$ cat config.mk
export PLATFORM = sky130hd
export DESIGN_NAME = note_lane_scheduler_flat
export DESIGN_NICKNAME = d
export VERILOG_FILES = /design/src/rtl/game_pkg.sv /design/src/rtl/note_lane_scheduler_if.sv /design/src/rtl/lane_slot.sv /design/src/rtl/note_lane_scheduler.sv /design/src/flat_wrapper.sv
export SDC_FILE = /design/constraint.sdc
export NUM_CORES = 1
export LEC_CHECK = 0
export CORE_MARGIN = 2
export CORE_UTILIZATION = 45
export CTS_CLUSTER_SIZE = 8
export DETAILED_ROUTE_END_ITERATION = 7
export GPL_TIMING_DRIVEN = 0
export HOLD_SLACK_MARGIN = 0.02
export PLACE_DENSITY = 0.75
export SETUP_SLACK_MARGIN = 0.5
export SLEW_MARGIN = 20
export SYNTH_ARGS = -nofsm -noshare
export SYNTH_HDL_FRONTEND = slang
export SYNTH_HIERARCHICAL = 1
export SYNTH_SLANG_ARGS = --single-unit
$ cat constraint.sdc
create_clock -name clk -period 6.55 [get_ports clk]
set_input_delay 1.6375 -clock clk [delete_from_list [all_inputs] [get_ports clk]]
set_output_delay 1.6375 -clock clk [all_outputs]
set_load 0.02 [all_outputs]
$ cat src/rtl/game_pkg.sv
// Shared widths, state encoding and LFSR step for the drum-hero game sequencer.
package game_pkg;

    localparam int unsigned POS_W     = 10;
    localparam int unsigned PAT_W     = 5;
    localparam int unsigned SCORE_W   = 13;
    localparam int unsigned STEP_W    = 4;
    localparam int unsigned GAP_W     = 16;
    localparam int unsigned NUM_SLOTS = 4;

    // Bottom row; a line sitting here is counted as missed by the scorer.
    localparam logic [POS_W-1:0] Y_MAX = 10'd479;

    typedef enum logic [1:0] {
        ST_IDLE     = 2'd0,
        ST_START    = 2'd1,
        ST_PLAYING  = 2'd2,
        ST_GAMEOVER = 2'd3
    } state_e;

    // Fibonacci LFSR for x^8+x^6+x^5+x^4+1, shifting towards the MSB.
    function automatic logic [7:0] lfsr_next(input logic [7:0] s);
        return {s[6:0], s[7] ^ s[5] ^ s[4] ^ s[3]};
    endfunction

endpackage

$ cat src/rtl/note_lane_scheduler_if.sv
// Game-side bundle between the scheduler, the scorer and the video renderer.
interface note_lane_scheduler_if;
    import game_pkg::*;

    logic                 tick;
    logic                 start;
    logic                 perdio;
    logic [SCORE_W-1:0]   puntuacion;
    logic [POS_W-1:0]     posL1;
    logic [POS_W-1:0]     posL2;
    logic [POS_W-1:0]     posL3;
    logic [POS_W-1:0]     posL4;
    logic [PAT_W-1:0]     linea1;
    logic [PAT_W-1:0]     linea2;
    logic [PAT_W-1:0]     linea3;
    logic [PAT_W-1:0]     linea4;
    logic                 clear_score;
    logic [1:0]           estado;
    logic                 jugando;

    // Scheduler side.
    modport master (
        input  tick, start, perdio, puntuacion,
        output posL1, posL2, posL3, posL4, linea1, linea2, linea3, linea4,
        output clear_score, estado, jugando
    );

    // Scorer / renderer / player side.
    modport slave (
        output tick, start, perdio, puntuacion,
        input  posL1, posL2, posL3, posL4, linea1, linea2, linea3, linea4,
        input  clear_score, estado, jugando
    );

endinterface

$ cat src/rtl/lane_slot.sv
// One falling-note slot: vertical position plus drum pattern, 0 position means free.
module lane_slot
    import game_pkg::*;
(
    input  logic              clk,
    input  logic              reset,
    input  logic              advance,
    input  logic [STEP_W-1:0] step,
    input  logic              spawn,
    input  logic [PAT_W-1:0]  pattern,
    input  logic              clear,
    output logic [POS_W-1:0]  pos,
    output logic [PAT_W-1:0]  linea,
    output logic              free
);

    logic [POS_W-1:0] pos_q, pos_d;
    logic [PAT_W-1:0] linea_q, linea_d;
    logic [POS_W:0]   sum;

    // Next position: clear wins, then retire/advance, then spawn into a free slot.
    always_comb begin
        pos_d   = pos_q;
        linea_d = linea_q;
        // One extra bit so pos+step cannot wrap before the clamp.
        sum     = (POS_W+1)'(pos_q) + (POS_W+1)'(step);
        if (clear) begin
            pos_d   = '0;
            linea_d = '0;
        end else begin
            if (advance) begin
                if (pos_q == Y_MAX) begin
                    pos_d   = '0;
                    linea_d = '0;
                end else if (pos_q != '0) begin
                    pos_d = (sum > (POS_W+1)'(Y_MAX)) ? Y_MAX : sum[POS_W-1:0];
                end
            end
            if (spawn) begin
                pos_d   = POS_W'(1);
                linea_d = pattern;
            end
        end
    end

    // Slot registers.
    always_ff @(posedge clk or posedge reset) begin
        if (reset) begin
            pos_q   <= '0;
            linea_q <= '0;
        end else begin
            pos_q   <= pos_d;
            linea_q <= linea_d;
        end
    end

    assign pos   = pos_q;
    assign linea = linea_q;
    assign free  = (pos_q == '0);

endmodule

$ cat src/rtl/note_lane_scheduler.sv
// Game sequencer: state machine, launch pacing, pattern LFSR and four note slots.
module note_lane_scheduler
    import game_pkg::*;
#(
    parameter int unsigned SPAWN_GAP   = 40,
    parameter logic [7:0]  LFSR_SEED   = 8'hA5,
    parameter int unsigned LEVEL_SHIFT = 4,
    parameter int unsigned MAX_STEP    = 4
) (
    input  logic                  clk,
    input  logic                  reset,
    note_lane_scheduler_if.master bus
);

    state_e             state_q, state_d;
    logic               guard_q, guard_d;
    logic [GAP_W-1:0]   gap_q, gap_d;
    logic [7:0]         lfsr_q, lfsr_d;
    logic               clear_score_q, clear_score_d;
    logic               jugando_q, jugando_d;

    logic               tick_go;
    logic               slot_clear;
    logic               found;
    logic [SCORE_W:0]   level_step;
    logic [STEP_W-1:0]  step;
    logic [PAT_W-1:0]   pattern;
    logic [NUM_SLOTS-1:0] free_vec;
    logic [NUM_SLOTS-1:0] spawn_vec;
    logic [POS_W-1:0]   pos_arr [NUM_SLOTS];
    logic [PAT_W-1:0]   lin_arr [NUM_SLOTS];

    // Game FSM; START holds for two cycles via guard_q and ignores the stale perdio.
    always_comb begin
        state_d = state_q;
        guard_d = guard_q;
        case (state_q)
            ST_IDLE: begin
                if (bus.start) begin
                    state_d = ST_START;
                    guard_d = 1'b0;
                end
            end
            ST_START: begin
                if (guard_q) begin
                    state_d = ST_PLAYING;
                    guard_d = 1'b0;
                end else begin
                    guard_d = 1'b1;
                end
            end
            ST_PLAYING: begin
                if (bus.perdio) state_d = ST_GAMEOVER;
            end
            ST_GAMEOVER: begin
                if (bus.start) begin
                    state_d = ST_START;
                    guard_d = 1'b0;
                end
            end
        endcase
        clear_score_d = (state_d == ST_START);
        jugando_d     = (state_d == ST_PLAYING);
    end

    // Speed level, pattern and launch pacing; all decisions use pre-tick slot state.
    always_comb begin
        lfsr_d     = lfsr_next(lfsr_q);
        pattern    = (lfsr_q[4:0] == 5'd0) ? 5'd1 : lfsr_q[4:0];
        level_step = (SCORE_W+1)'(bus.puntuacion >> LEVEL_SHIFT) + (SCORE_W+1)'(1);
        step       = (level_step > (SCORE_W+1)'(MAX_STEP)) ? STEP_W'(MAX_STEP)
                                                           : level_step[STEP_W-1:0];
        // perdio beats a coincident tick so the final frame stays on screen.
        tick_go    = (state_q == ST_PLAYING) && bus.tick && !bus.perdio;
        slot_clear = (state_q == ST_START);
        spawn_vec  = '0;
        found      = 1'b0;
        gap_d      = gap_q;
        if (slot_clear) begin
            gap_d = '0;
        end else if (tick_go) begin
            if ((gap_q == '0) && (|free_vec)) begin
                for (int i = 0; i < NUM_SLOTS; i++) begin
                    if (free_vec[i] && !found) begin
                        spawn_vec[i] = 1'b1;
                        found        = 1'b1;
                    end
                end
                gap_d = GAP_W'(SPAWN_GAP - 1);
            end else if (gap_q != '0) begin
                gap_d = gap_q - GAP_W'(1);
            end
        end
    end

    // Control registers.
    always_ff @(posedge clk or posedge reset) begin
        if (reset) begin
            state_q       <= ST_IDLE;
            guard_q       <= 1'b0;
            gap_q         <= '0;
            lfsr_q        <= LFSR_SEED;
            clear_score_q <= 1'b0;
            jugando_q     <= 1'b0;
        end else begin
            state_q       <= state_d;
            guard_q       <= guard_d;
            gap_q         <= gap_d;
            lfsr_q        <= lfsr_d;
            clear_score_q <= clear_score_d;
            jugando_q     <= jugando_d;
        end
    end

    for (genvar g = 0; g < NUM_SLOTS; g++) begin : g_slot
        lane_slot u_slot (
            .clk     (clk),
            .reset   (reset),
            .advance (tick_go),
            .step    (step),
            .spawn   (spawn_vec[g]),
            .pattern (pattern),
            .clear   (slot_clear),
            .pos     (pos_arr[g]),
            .linea   (lin_arr[g]),
            .free    (free_vec[g])
        );
    end

    assign bus.posL1       = pos_arr[0];
    assign bus.posL2       = pos_arr[1];
    assign bus.posL3       = pos_arr[2];
    assign bus.posL4       = pos_arr[3];
    assign bus.linea1      = lin_arr[0];
    assign bus.linea2      = lin_arr[1];
    assign bus.linea3      = lin_arr[2];
    assign bus.linea4      = lin_arr[3];
    assign bus.clear_score = clear_score_q;
    assign bus.estado      = state_q;
    assign bus.jugando     = jugando_q;

endmodule

$ cat src/flat_wrapper.sv
// flat-port wrapper written by rule: the top's interface ports become plain ports
module note_lane_scheduler_flat import game_pkg::*;
#(
    parameter int unsigned SPAWN_GAP   = 40,
    parameter logic [7:0]  LFSR_SEED   = 8'hA5,
    parameter int unsigned LEVEL_SHIFT = 4,
    parameter int unsigned MAX_STEP    = 4
)
  (clk, reset, bus_tick, bus_start, bus_perdio, bus_puntuacion, bus_posL1, bus_posL2, bus_posL3, bus_posL4, bus_linea1, bus_linea2, bus_linea3, bus_linea4, bus_clear_score, bus_estado, bus_jugando);
  note_lane_scheduler_if bus_i ();
  input  logic clk;
  input  logic reset;
  input wire logic [$bits(bus_i.tick)-1:0] bus_tick;
  input wire logic [$bits(bus_i.start)-1:0] bus_start;
  input wire logic [$bits(bus_i.perdio)-1:0] bus_perdio;
  input wire logic [$bits(bus_i.puntuacion)-1:0] bus_puntuacion;
  output wire logic [$bits(bus_i.posL1)-1:0] bus_posL1;
  output wire logic [$bits(bus_i.posL2)-1:0] bus_posL2;
  output wire logic [$bits(bus_i.posL3)-1:0] bus_posL3;
  output wire logic [$bits(bus_i.posL4)-1:0] bus_posL4;
  output wire logic [$bits(bus_i.linea1)-1:0] bus_linea1;
  output wire logic [$bits(bus_i.linea2)-1:0] bus_linea2;
  output wire logic [$bits(bus_i.linea3)-1:0] bus_linea3;
  output wire logic [$bits(bus_i.linea4)-1:0] bus_linea4;
  output wire logic [$bits(bus_i.clear_score)-1:0] bus_clear_score;
  output wire logic [$bits(bus_i.estado)-1:0] bus_estado;
  output wire logic [$bits(bus_i.jugando)-1:0] bus_jugando;
  assign bus_i.tick = bus_tick;
  assign bus_i.start = bus_start;
  assign bus_i.perdio = bus_perdio;
  assign bus_i.puntuacion = bus_puntuacion;
  assign bus_posL1 = bus_i.posL1;
  assign bus_posL2 = bus_i.posL2;
  assign bus_posL3 = bus_i.posL3;
  assign bus_posL4 = bus_i.posL4;
  assign bus_linea1 = bus_i.linea1;
  assign bus_linea2 = bus_i.linea2;
  assign bus_linea3 = bus_i.linea3;
  assign bus_linea4 = bus_i.linea4;
  assign bus_clear_score = bus_i.clear_score;
  assign bus_estado = bus_i.estado;
  assign bus_jugando = bus_i.jugando;
  note_lane_scheduler #(.SPAWN_GAP(SPAWN_GAP), .LFSR_SEED(LFSR_SEED), .LEVEL_SHIFT(LEVEL_SHIFT), .MAX_STEP(MAX_STEP)) u_core (.clk(clk), .reset(reset), .bus(bus_i));
endmodule
* Word level (Yosys, flattened, before mapping)
Cells that the tools add are included.
Operators by class: equal/unequal tests 10, divide/modulo/power cells 0, shift operators 0, add/sub/neg operators 6, bitwise logic cells 3, multiply operators 0, order comparisons 5, reductions and logical operators 49, multiplexer cells 71
Operator list (number):
- $mux 10 | 24
- $mux 5 | 17
- $mux 16 | 4
- $add 10x4->11 | 4
- $gt 11x9->1 const B | 4
- $eq 10x9->1 const B | 4
- $logic_not 10->1 | 4
- $reduce_bool 10->1 | 4
- $reduce_bool 3->1 | 9
- $reduce_and 2->1 | 10
- $mux 1 | 17
- $logic_not 16->1 | 1
- $mux 4 | 4
- $reduce_bool 16->1 | 1
- $reduce_bool 4->1 | 4
- $sub 16x1->16 const B | 1
- $gt 14x3->1 const B | 1
- $add 9x1->10 const B | 1
- $eq 2x2->1 const B | 3
- $logic_and 1x1->1 | 6
- $mux 2 | 3
- $pmux 2 s3 | 1
- $logic_not 5->1 | 1
- $eq 2x1->1 const B | 2
- other kinds (8) | 14
Word-level totals: bits in latches 0, memories kept 0, memory bits (read-only) 0, input bits 18, register bits 89, output and inout port bits 64, RAM bits 0

* Depth between registers and ports, before layout
Gate-level depths: netlist (run 1).
word-level depth 26, mapped depth 13, depth with buffers taken out 13

* Hierarchy
The synthesis (run 1) kept the hierarchy.
By module, submodules not included:
- lane_slot (u_core.g_slot[1].u_slot ...) | area an instance 1036.0 sq um, cells each 111, seq. area each 375.4 sq um, instances 3
- note_lane_scheduler | area an instance 1624.1 sq um, cells each 166, seq. area each 730.7 sq um, instances 1
- lane_slot (u_core.g_slot[0].u_slot) | area an instance 1022.2 sq um, cells each 111, seq. area each 375.4 sq um, instances 1

* Least setup slack after synthesis (run 1)
Ideal clock, no wire load.
path kind input to register, from input port bus_puntuacion[11], to register u_core.g_slot[1].u_slot.pos_q[4], library setup time 0.086 ns, arrival time 4.627 ns, setup slack 1.837 ns, stages on the path 12, data required time 6.464 ns, cells stage by stage or4_1 -> a2111oi_0 -> nor2b_1 -> ha_1 -> inv_1 -> fa_1 -> nand2b_2 -> a211oi_4 -> xnor2_1 -> nor3b_4 -> nor3_1 -> nor3_1
On the way: word-level cells in the longest chain between the ends 11
Ends and longest elaborated chain:
- start, declared | line flat_wrapper.sv:16 | input wire logic [$bits(bus_i.puntuacion)-1:0] bus_puntuacion;
- $add 9x1->10 (*) | line note_lane_scheduler.sv:70 | level_step = (SCORE_W+1)'(bus.puntuacion >> LEVEL_SHIFT) + (SCORE_W+1)'(1);
- $gt 14x3->1 (*) | line note_lane_scheduler.sv:71 | step = (level_step > (SCORE_W+1)'(MAX_STEP)) ? STEP_W'(MAX_STEP)
- $mux 4 (*) | line note_lane_scheduler.sv:71
- named net u_core.step[0] | line note_lane_scheduler.sv:26 | logic [STEP_W-1:0] step;
- $add 10x4->11 (*) | line lane_slot.sv:26 | sum = (POS_W+1)'(pos_q) + (POS_W+1)'(step);
- $gt 11x9->1 | line lane_slot.sv:36 | pos_d = (sum > (POS_W+1)'(Y_MAX)) ? Y_MAX : sum[POS_W-1:0];
- $mux 10 (*) | line lane_slot.sv:36
- $mux 10 (*) | line lane_slot.sv:35 | end else if (pos_q != '0) begin
- $mux 10 (*) | line lane_slot.sv:32 | if (pos_q == Y_MAX) begin
- $mux 10 (*) | line lane_slot.sv:31 | if (advance) begin
- $mux 10 (*) | line lane_slot.sv:39 | if (spawn) begin
- $mux 10 (*) | line lane_slot.sv:27 | if (clear) begin
- end signal, assigned | line lane_slot.sv:52 | pos_q <= pos_d;
- end, declared | line lane_slot.sv:17 | logic [POS_W-1:0] pos_q, pos_d;
The timed path passes the listed nets; every way through them passes the cells marked *. The select of a mux whose other input is x is not followed. A chain may end at the register's enable or synchronous reset.

* Final worst setup path (run 1)
from input port bus_puntuacion[12], to register u_core.g_slot[2].u_slot.pos_q[4]
On the way: word-level cells in the longest chain between the ends 11
Ends and longest elaborated chain (line):
- $add 9x1->10 (*) | note_lane_scheduler.sv:70
- $gt 14x3->1 (*) | note_lane_scheduler.sv:71
- $mux 4 (*) | note_lane_scheduler.sv:71
- named net u_core.step[0] | note_lane_scheduler.sv:26
- $add 10x4->11 (*) | lane_slot.sv:26
- $gt 11x9->1 | lane_slot.sv:36
- $mux 10 (*) | lane_slot.sv:36
- $mux 10 (*) | lane_slot.sv:35
- $mux 10 (*) | lane_slot.sv:32
- $mux 10 (*) | lane_slot.sv:31
- $mux 10 (*) | lane_slot.sv:39
- $mux 10 (*) | lane_slot.sv:27
- end signal, assigned | lane_slot.sv:52
- end, declared | lane_slot.sv:17
Marked as above.

==> results of run 1 <==
## power groups by stage
stage,Sequential [mW],Combinational (mW),Clock (mW)
2_1_floorplan,0.645,0.409,0
3_3_place_gp,0.639,0.540,0
3_5_place_dp,0.642,0.556,0
4_1_cts,0.633,0.558,0.563
5_1_grt,0.639,0.632,0.586
6_report,0.633,0.565,0.554
## layer usage
metal,up-vias,GRT usage
met4,0,0.0557
met1,2552,0.288
li1,2430,-
met5,-,0
met2,131,0.378
met3,12,0.0360
## area by class of cell
| class | instances | share of cell area |
|---|---|---|
| Timing Repair Buffer | 77 | 0.109 |
| Inverter | 54 | 0.0287 |
| Buffer | 20 | 0.0154 |
| Sequential cell | 89 | 0.316 |
| Tap cell | 172 | 0.0304 |
| Clock inverter | 6 | 0.0129 |
| Clock buffer | 10 | 0.0324 |
| Multi-Input combinational cell | 450 | 0.456 |
## state kept, by name, indices dropped and copies added (netlist names)
signal                      cells
u_core/bus.estado               2
u_core/bus.jugando              1
u_core/gap_q                   16
u_core/guard_q                  1
u_core/g_slot.u_slot/pos       40
u_core/lfsr_q                   8
u_core/bus.clear_score          1
u_core/g_slot.u_slot/linea     20
## placed cells by master, fill, tap and decap left out, types with 5 or more instances in the layout
master            n
nand3_1          19
and3_1           14
a21oi_1          40
o21ai_0          18
o21ai_1          17
inv_1            51
xnor2_1          10
clkdlybuf4s50_1  77
nor3_1           29
a22o_1           20
dfrtp_1          85
buf_4             8
o31ai_1          17
nand2_1          37
xor2_1            9
and4_1           10
clkbuf_1         10
o211a_1           5
nor2b_1           7
a2111oi_0         5
or4_1             8
ha_1             21
nor2_1           29
clkbuf_16         9
nor2_2           10
nor4_1            9
nor3_2            8
and2_1            7
## final timing paths
kind | cells after the start | start | endpoint
worst max-delay path | 13 | bus_puntuacion[12] | u_core/g_slot[2].u_slot/pos[4]
worst min-delay path | 0 | u_core/lfsr_q[6] | u_core/lfsr_q[7]
worst max register to register | 10 | u_core/bus.estado[1] | u_core/g_slot[2].u_slot/pos[4]
worst min register to register | 0 | u_core/lfsr_q[6] | u_core/lfsr_q[7]
max in group asynchronous | 2 | reset | u_core/g_slot[2].u_slot/pos[5]
min in group asynchronous | 2 | reset | u_core/g_slot[3].u_slot/linea[2]
## cell families after synthesis
kind of cell | Yosys count
AO/OA/AOI/OAI | 172
buffers and inverters | 74
adder cells (fa/ha/maj) | 25
AND/OR/NAND/NOR | 228
other | 1
flip-flops | 89
multiplexers | 2
XOR/XNOR | 19
==> results.sh, run 1 <==
export IMPL_min_path_type="reg -> reg"
export IMPL_cp_slowest_cell="nor2b_1"
export IMPL_final_setup_worst_slack_ns=1.02
export IMPL_tritoncts_num_buffers=9
export IMPL_max_slew_margin_rel=0.331
export IMPL_synthXorXnorAreaFrac=0.0289
export IMPL_grt_ovfl_total=0
export IMPL_worst_path_dominant_cell_family="simple AND/OR/NAND/NOR gates"
export IMPL_grt_pass1_vias=4915
export IMPL_switching_share=0.354
export IMPL_critical_path_buf_inv_count=2
export IMPL_post_place_ws_ns=0.649
export IMPL_first_iter_violations=277
export IMPL_p_leak_nw=2.98
export IMPL_async_reset_ff_frac=1.00
export IMPL_cts_sinks=89
export IMPL_cts_resized=0
export IMPL_synth_flop_cell="dfrtp_1"
export IMPL_design_area_um2=7070
export IMPL_ys_warnings_count=6
export IMPL_slowest_delay_ns=0.63
export IMPL_crit_top_cell="a2111oi_0"
export IMPL_antenna_found_initial=0
export IMPL_finalSetupTns_ns=0
export IMPL_start_util=0.458
export IMPL_max_clock_freq_mhz=181
export IMPL_irDropWorstVdd_mv=0.181
export IMPL_synthAdderAreaFrac=0.0596
export IMPL_switchingPower_mw=0.620
export IMPL_power_total_mw=1.75
export IMPL_yosysMostFrequentCell="dfrtp_1"
export IMPL_cp_end_kind="flop"
export IMPL_wl_per_cell_um=16.7
export IMPL_crit_chain="clkdlybuf4s50_1 > or4_1 > a2111oi_0 > nor2b_1 > ha_1 > inv_1 > fa_1 > nand2b_2 > a21oi_1 > nor3_2 > a21boi_2 > a2111oi_0 > nor3_1"
export IMPL_synth_area_um2=5750
export IMPL_hpwlAfterDp_um=11000
export IMPL_place_congestion=0.894
export IMPL_avgViaCountPerCell=5.84
export IMPL_setup_viol_count_final=0
export IMPL_nets=744
export IMPL_synth_top_family_by_area="simple AND/OR/NAND/NOR gates"
export IMPL_synth_common_cells="dfrtp_1, inv_1, a21oi_1, nand2_1"
export IMPL_ys_seq_area_frac=0.388
export IMPL_synth_seq_cells=89
export IMPL_skew_ns=0.00666
export IMPL_rsz0062_at_grt="no"
export IMPL_ctsHoldBuffers=0
export IMPL_fin_crit_sh=0.844
export IMPL_die_y_um=117
export IMPL_maxCapViolCount=0
export IMPL_holdWs_ns=0.363
export IMPL_routed_top_layer="met4"
export IMPL_p_comb_frac=0.323
export IMPL_seqPwrFrac=0.361
export IMPL_grt_pass1_wl_um=23700
export IMPL_drive_gt1_frac=0.120
export IMPL_seq_area_um2=2230
export IMPL_fin_cells=878
export IMPL_rrSetupSlack_ns=3.50
export IMPL_synth_edf_count=0
export IMPL_drc=0
export IMPL_synth_cells=610
export IMPL_clock_path_buffers=2
export IMPL_hold_viol=0
export IMPL_slew_viol_final=0
export IMPL_p_clk_frac=0.316
export IMPL_syn_to_final_growth_pct=22.9
export IMPL_path_max_fanout=9
export IMPL_avgSynthCellArea_um2=9.43
export IMPL_max_slew_worst_pin_slew_ns=0.991
export IMPL_synth_mux_area_frac=0.00348
export IMPL_yosys_area_share_simple=0.246
export IMPL_fin_util=0.563
export IMPL_die_area_um2=13700
export IMPL_core_area_um2=12600
export IMPL_vias=5125
export IMPL_cts_tree="done"
export IMPL_cp_data_arrival_time_ns=5.78
export IMPL_power_density_nw_per_um2=248
export IMPL_route_met3_wl_um=654
export IMPL_clk_pin_slew_ns=0.07
export IMPL_yosys_area_top_type="dfrtp_1"
export IMPL_place_area_um2=6750
export IMPL_synth_top_cell_area_share=0.370
export IMPL_synthDistinctLibCells=66
export IMPL_internal_power_mw=1.13
export IMPL_wirelength_um=14700
export IMPL_met2_wirelength_um=7260
export IMPL_postCtsSetupBuffers=0
export IMPL_period_needed_ns=5.53
export IMPL_grt_max_degree=30
export IMPL_firstDrtPassIters=4
export IMPL_ant_nets=0
export IMPL_root_buffer="clkbuf_16"
export IMPL_place_inst=862
export IMPL_synth_compound_gate_area_share=0.219
export IMPL_htreeDepth=3
export IMPL_port_buffers=77
export IMPL_worstSetupStartpointType="primary input"
export IMPL_die_x_um=117
export IMPL_io_pin_count=82
export IMPL_cp_required_ns=6.81
export IMPL_fp_row_count=41
export IMPL_m1WireLength_um=6610
export IMPL_grtUsageTotal=0.219
export IMPL_nFillCells=1097
export IMPL_diodes=0
export IMPL_worst_setup_path_type="in -> reg"
export IMPL_multi_input_area_um2=3220
export IMPL_clk_latency_ns=0.34
export IMPL_synth_area_leaders="dfrtp_1, ha_1, a21oi_1, inv_1, a22o_1"
export IMPL_status="completed"
No activity file was read; power rests on OpenSTA's default activity.
==> run 2, diff against run 1 <==
==> constraint.sdc (replaced) <==
create_clock -name clk -period 5.6 [get_ports clk]
set_input_delay 1.4 -clock clk [delete_from_list [all_inputs] [get_ports clk]]
set_output_delay 1.4 -clock clk [all_outputs]
set_load 0.02 [all_outputs]
==> run 2 against run 1 <==
Combinational power up 17%. Design area up 0.32%. Count of clock-buffer cells in the layout unchanged. Final cell count unchanged. Register-to-register slack worse by 0.94 ns. Worst setup slack worse by 0.28 ns. Highest routed layer unchanged.
==> results.sh, run 2 (synthesis gave the netlist of run 1 again) <==
export IMPL_maxCapViolCount=0
export IMPL_firstDrtPassIters=5
export IMPL_port_buffers=77
export IMPL_die_y_um=117
export IMPL_reg2reg_depth=10
export IMPL_slew_viol_final=0
export IMPL_cts_resized=3
export IMPL_crit_top_cell="nor3_1"
export IMPL_cp_end_kind="flop"
export IMPL_ant_nets=0
export IMPL_seq_area_um2=2230
export IMPL_io_pin_count=82
export IMPL_final_common_cell="dfrtp_1"
export IMPL_grt_max_degree=30
export IMPL_critical_path_buf_inv_count=2
export IMPL_tritoncts_num_buffers=9
export IMPL_multi_input_area_um2=3240
export IMPL_irDropWorstVdd_mv=0.212
export IMPL_power_density_nw_per_um2=289
export IMPL_first_iter_violations=311
export IMPL_p_leak_nw=2.98
export IMPL_wirelength_um=14700
export IMPL_die_x_um=117
export IMPL_diodes=0
export IMPL_ctsHoldBuffers=0
export IMPL_holdWs_ns=0.363
export IMPL_crit_chain="clkdlybuf4s50_1 > or4_1 > a2111oi_2 > nor2b_4 > ha_1 > inv_1 > fa_1 > nand2b_2 > a211oi_4 > xnor2_1 > nor3b_4 > nor3_1 > nor3_1"
export IMPL_grt_pass1_wl_um=23700
export IMPL_max_clock_freq_mhz=206
export IMPL_cp_required_ns=5.85
export IMPL_nFillCells=1094
export IMPL_avgViaCountPerCell=5.88
export IMPL_post_place_ws_ns=-0.0633
export IMPL_vias=5163
export IMPL_drive_gt1_frac=0.125
export IMPL_max_slew_margin_rel=0.331
export IMPL_setup_viol_count_final=0
export IMPL_final_setup_worst_slack_ns=0.748
export IMPL_finalSetupTns_ns=0
export IMPL_postCtsSetupBuffers=0
export IMPL_drc=0
export IMPL_die_area_um2=13700
export IMPL_grt_pass1_vias=4917
export IMPL_rrSetupSlack_ns=2.56
export IMPL_cts_sinks=89
export IMPL_status="completed"
export IMPL_hold_depth=0
export IMPL_fp_row_count=41
export IMPL_place_inst=862
export IMPL_worst_setup_path_type="in -> reg"
export IMPL_place_congestion=0.894
export IMPL_layout_common_cells="dfrtp_1, clkdlybuf4s50_1, inv_1, a21oi_1, nand2_1"
export IMPL_syn_to_final_growth_pct=23.3
export IMPL_min_path_type="reg -> reg"
export IMPL_antenna_found_initial=0
export IMPL_hold_viol=0
export IMPL_grtUsageTotal=0.219
export IMPL_cp_data_arrival_time_ns=5.10
export IMPL_worstSetupStartpointType="primary input"
export IMPL_rsz0062_at_grt="no"
export IMPL_slowest_delay_ns=0.52
export IMPL_skew_ns=0.00666
export IMPL_period_needed_ns=4.85
export IMPL_cp_slowest_cell="or4_1"
export IMPL_wl_per_cell_um=16.8
export IMPL_r2r_start="u_core/bus.estado[1]"
export IMPL_clock_path_buffers=2
export IMPL_largest_register_ffs=40
export IMPL_max_slew_worst_pin_slew_ns=0.991
export IMPL_fin_cells=878
export IMPL_min_delay_start="u_core/lfsr_q[6]"
export IMPL_grt_ovfl_total=0
export IMPL_clk_pin_slew_ns=0.07
export IMPL_htreeDepth=3
export IMPL_root_buffer="clkbuf_16"
export IMPL_nets=744
export IMPL_min_to="u_core/lfsr_q[7]"
export IMPL_worst_path_dominant_cell_family="simple AND/OR/NAND/NOR gates"
export IMPL_core_area_um2=12600
export IMPL_clk_latency_ns=0.34
export IMPL_fin_crit_sh=0.866
export IMPL_power_total_mw=2.05
export IMPL_cts_tree="done"
export IMPL_r2r_end="u_core/g_slot[2].u_slot/pos[4]"
export IMPL_path_max_fanout=5
export IMPL_hpwlAfterDp_um=11000
export IMPL_start_util=0.458
-- run 2: metal layers --
| layer | global-route usage | wire length (um) |
|---|---|---|
| met4 | 0.0557 | 155 |
| met3 | 0.0360 | 783 |
| met2 | 0.378 | 7310 |
| met1 | 0.288 | 6490 |
| met5 | 0 | 0 |
-- run 2: stage by stage --
stage | utilization | area, um^2
after global placement | 0.537 | 6750
after detailed placement | 0.537 | 6750
final | 0.564 | 7090
after floorplan | - | 5770
after CTS | 0.563 | 7080
after global routing | 0.564 | 7090
-- run 2: worst max-delay path by stage --
stage	start	endpoint	slack, ns	cells after the start
after floorplan	bus_puntuacion[11]	u_core/g_slot[1].u_slot/pos[4]	1.12	12
after detailed placement	bus_puntuacion[12]	u_core/g_slot[0].u_slot/pos[4]	-0.06	13
final	bus_puntuacion[12]	u_core/g_slot[2].u_slot/pos[4]	0.75	13
after global placement	bus_puntuacion[12]	u_core/g_slot[0].u_slot/pos[4]	0.02	13
after CTS	bus_puntuacion[12]	u_core/g_slot[0].u_slot/pos[4]	0.49	12
after global routing	bus_puntuacion[12]	u_core/g_slot[1].u_slot/pos[4]	0.55	13
-- run 2: area by class of cell --
type                    instances  area share
multi-input cells             450       0.457
clock buffers                  10      0.0323
well taps                     172      0.0303
plain buffers                  20      0.0153
inverters                      54      0.0286
clock inverters                 6      0.0129
flip-flops and latches         89       0.315
repair buffers                 77       0.109
-- run 2: power breakdown --
| part | switching (mW) | internal (mW) | leakage [nW] |
|---|---|---|---|
| logic | 0.417 | 0.244 | 1.60 |
| registers | 0.0534 | 0.688 | 1.22 |
| clock network | 0.255 | 0.393 | 0.157 |
| total | 0.725 | 1.32 | 2.98 |
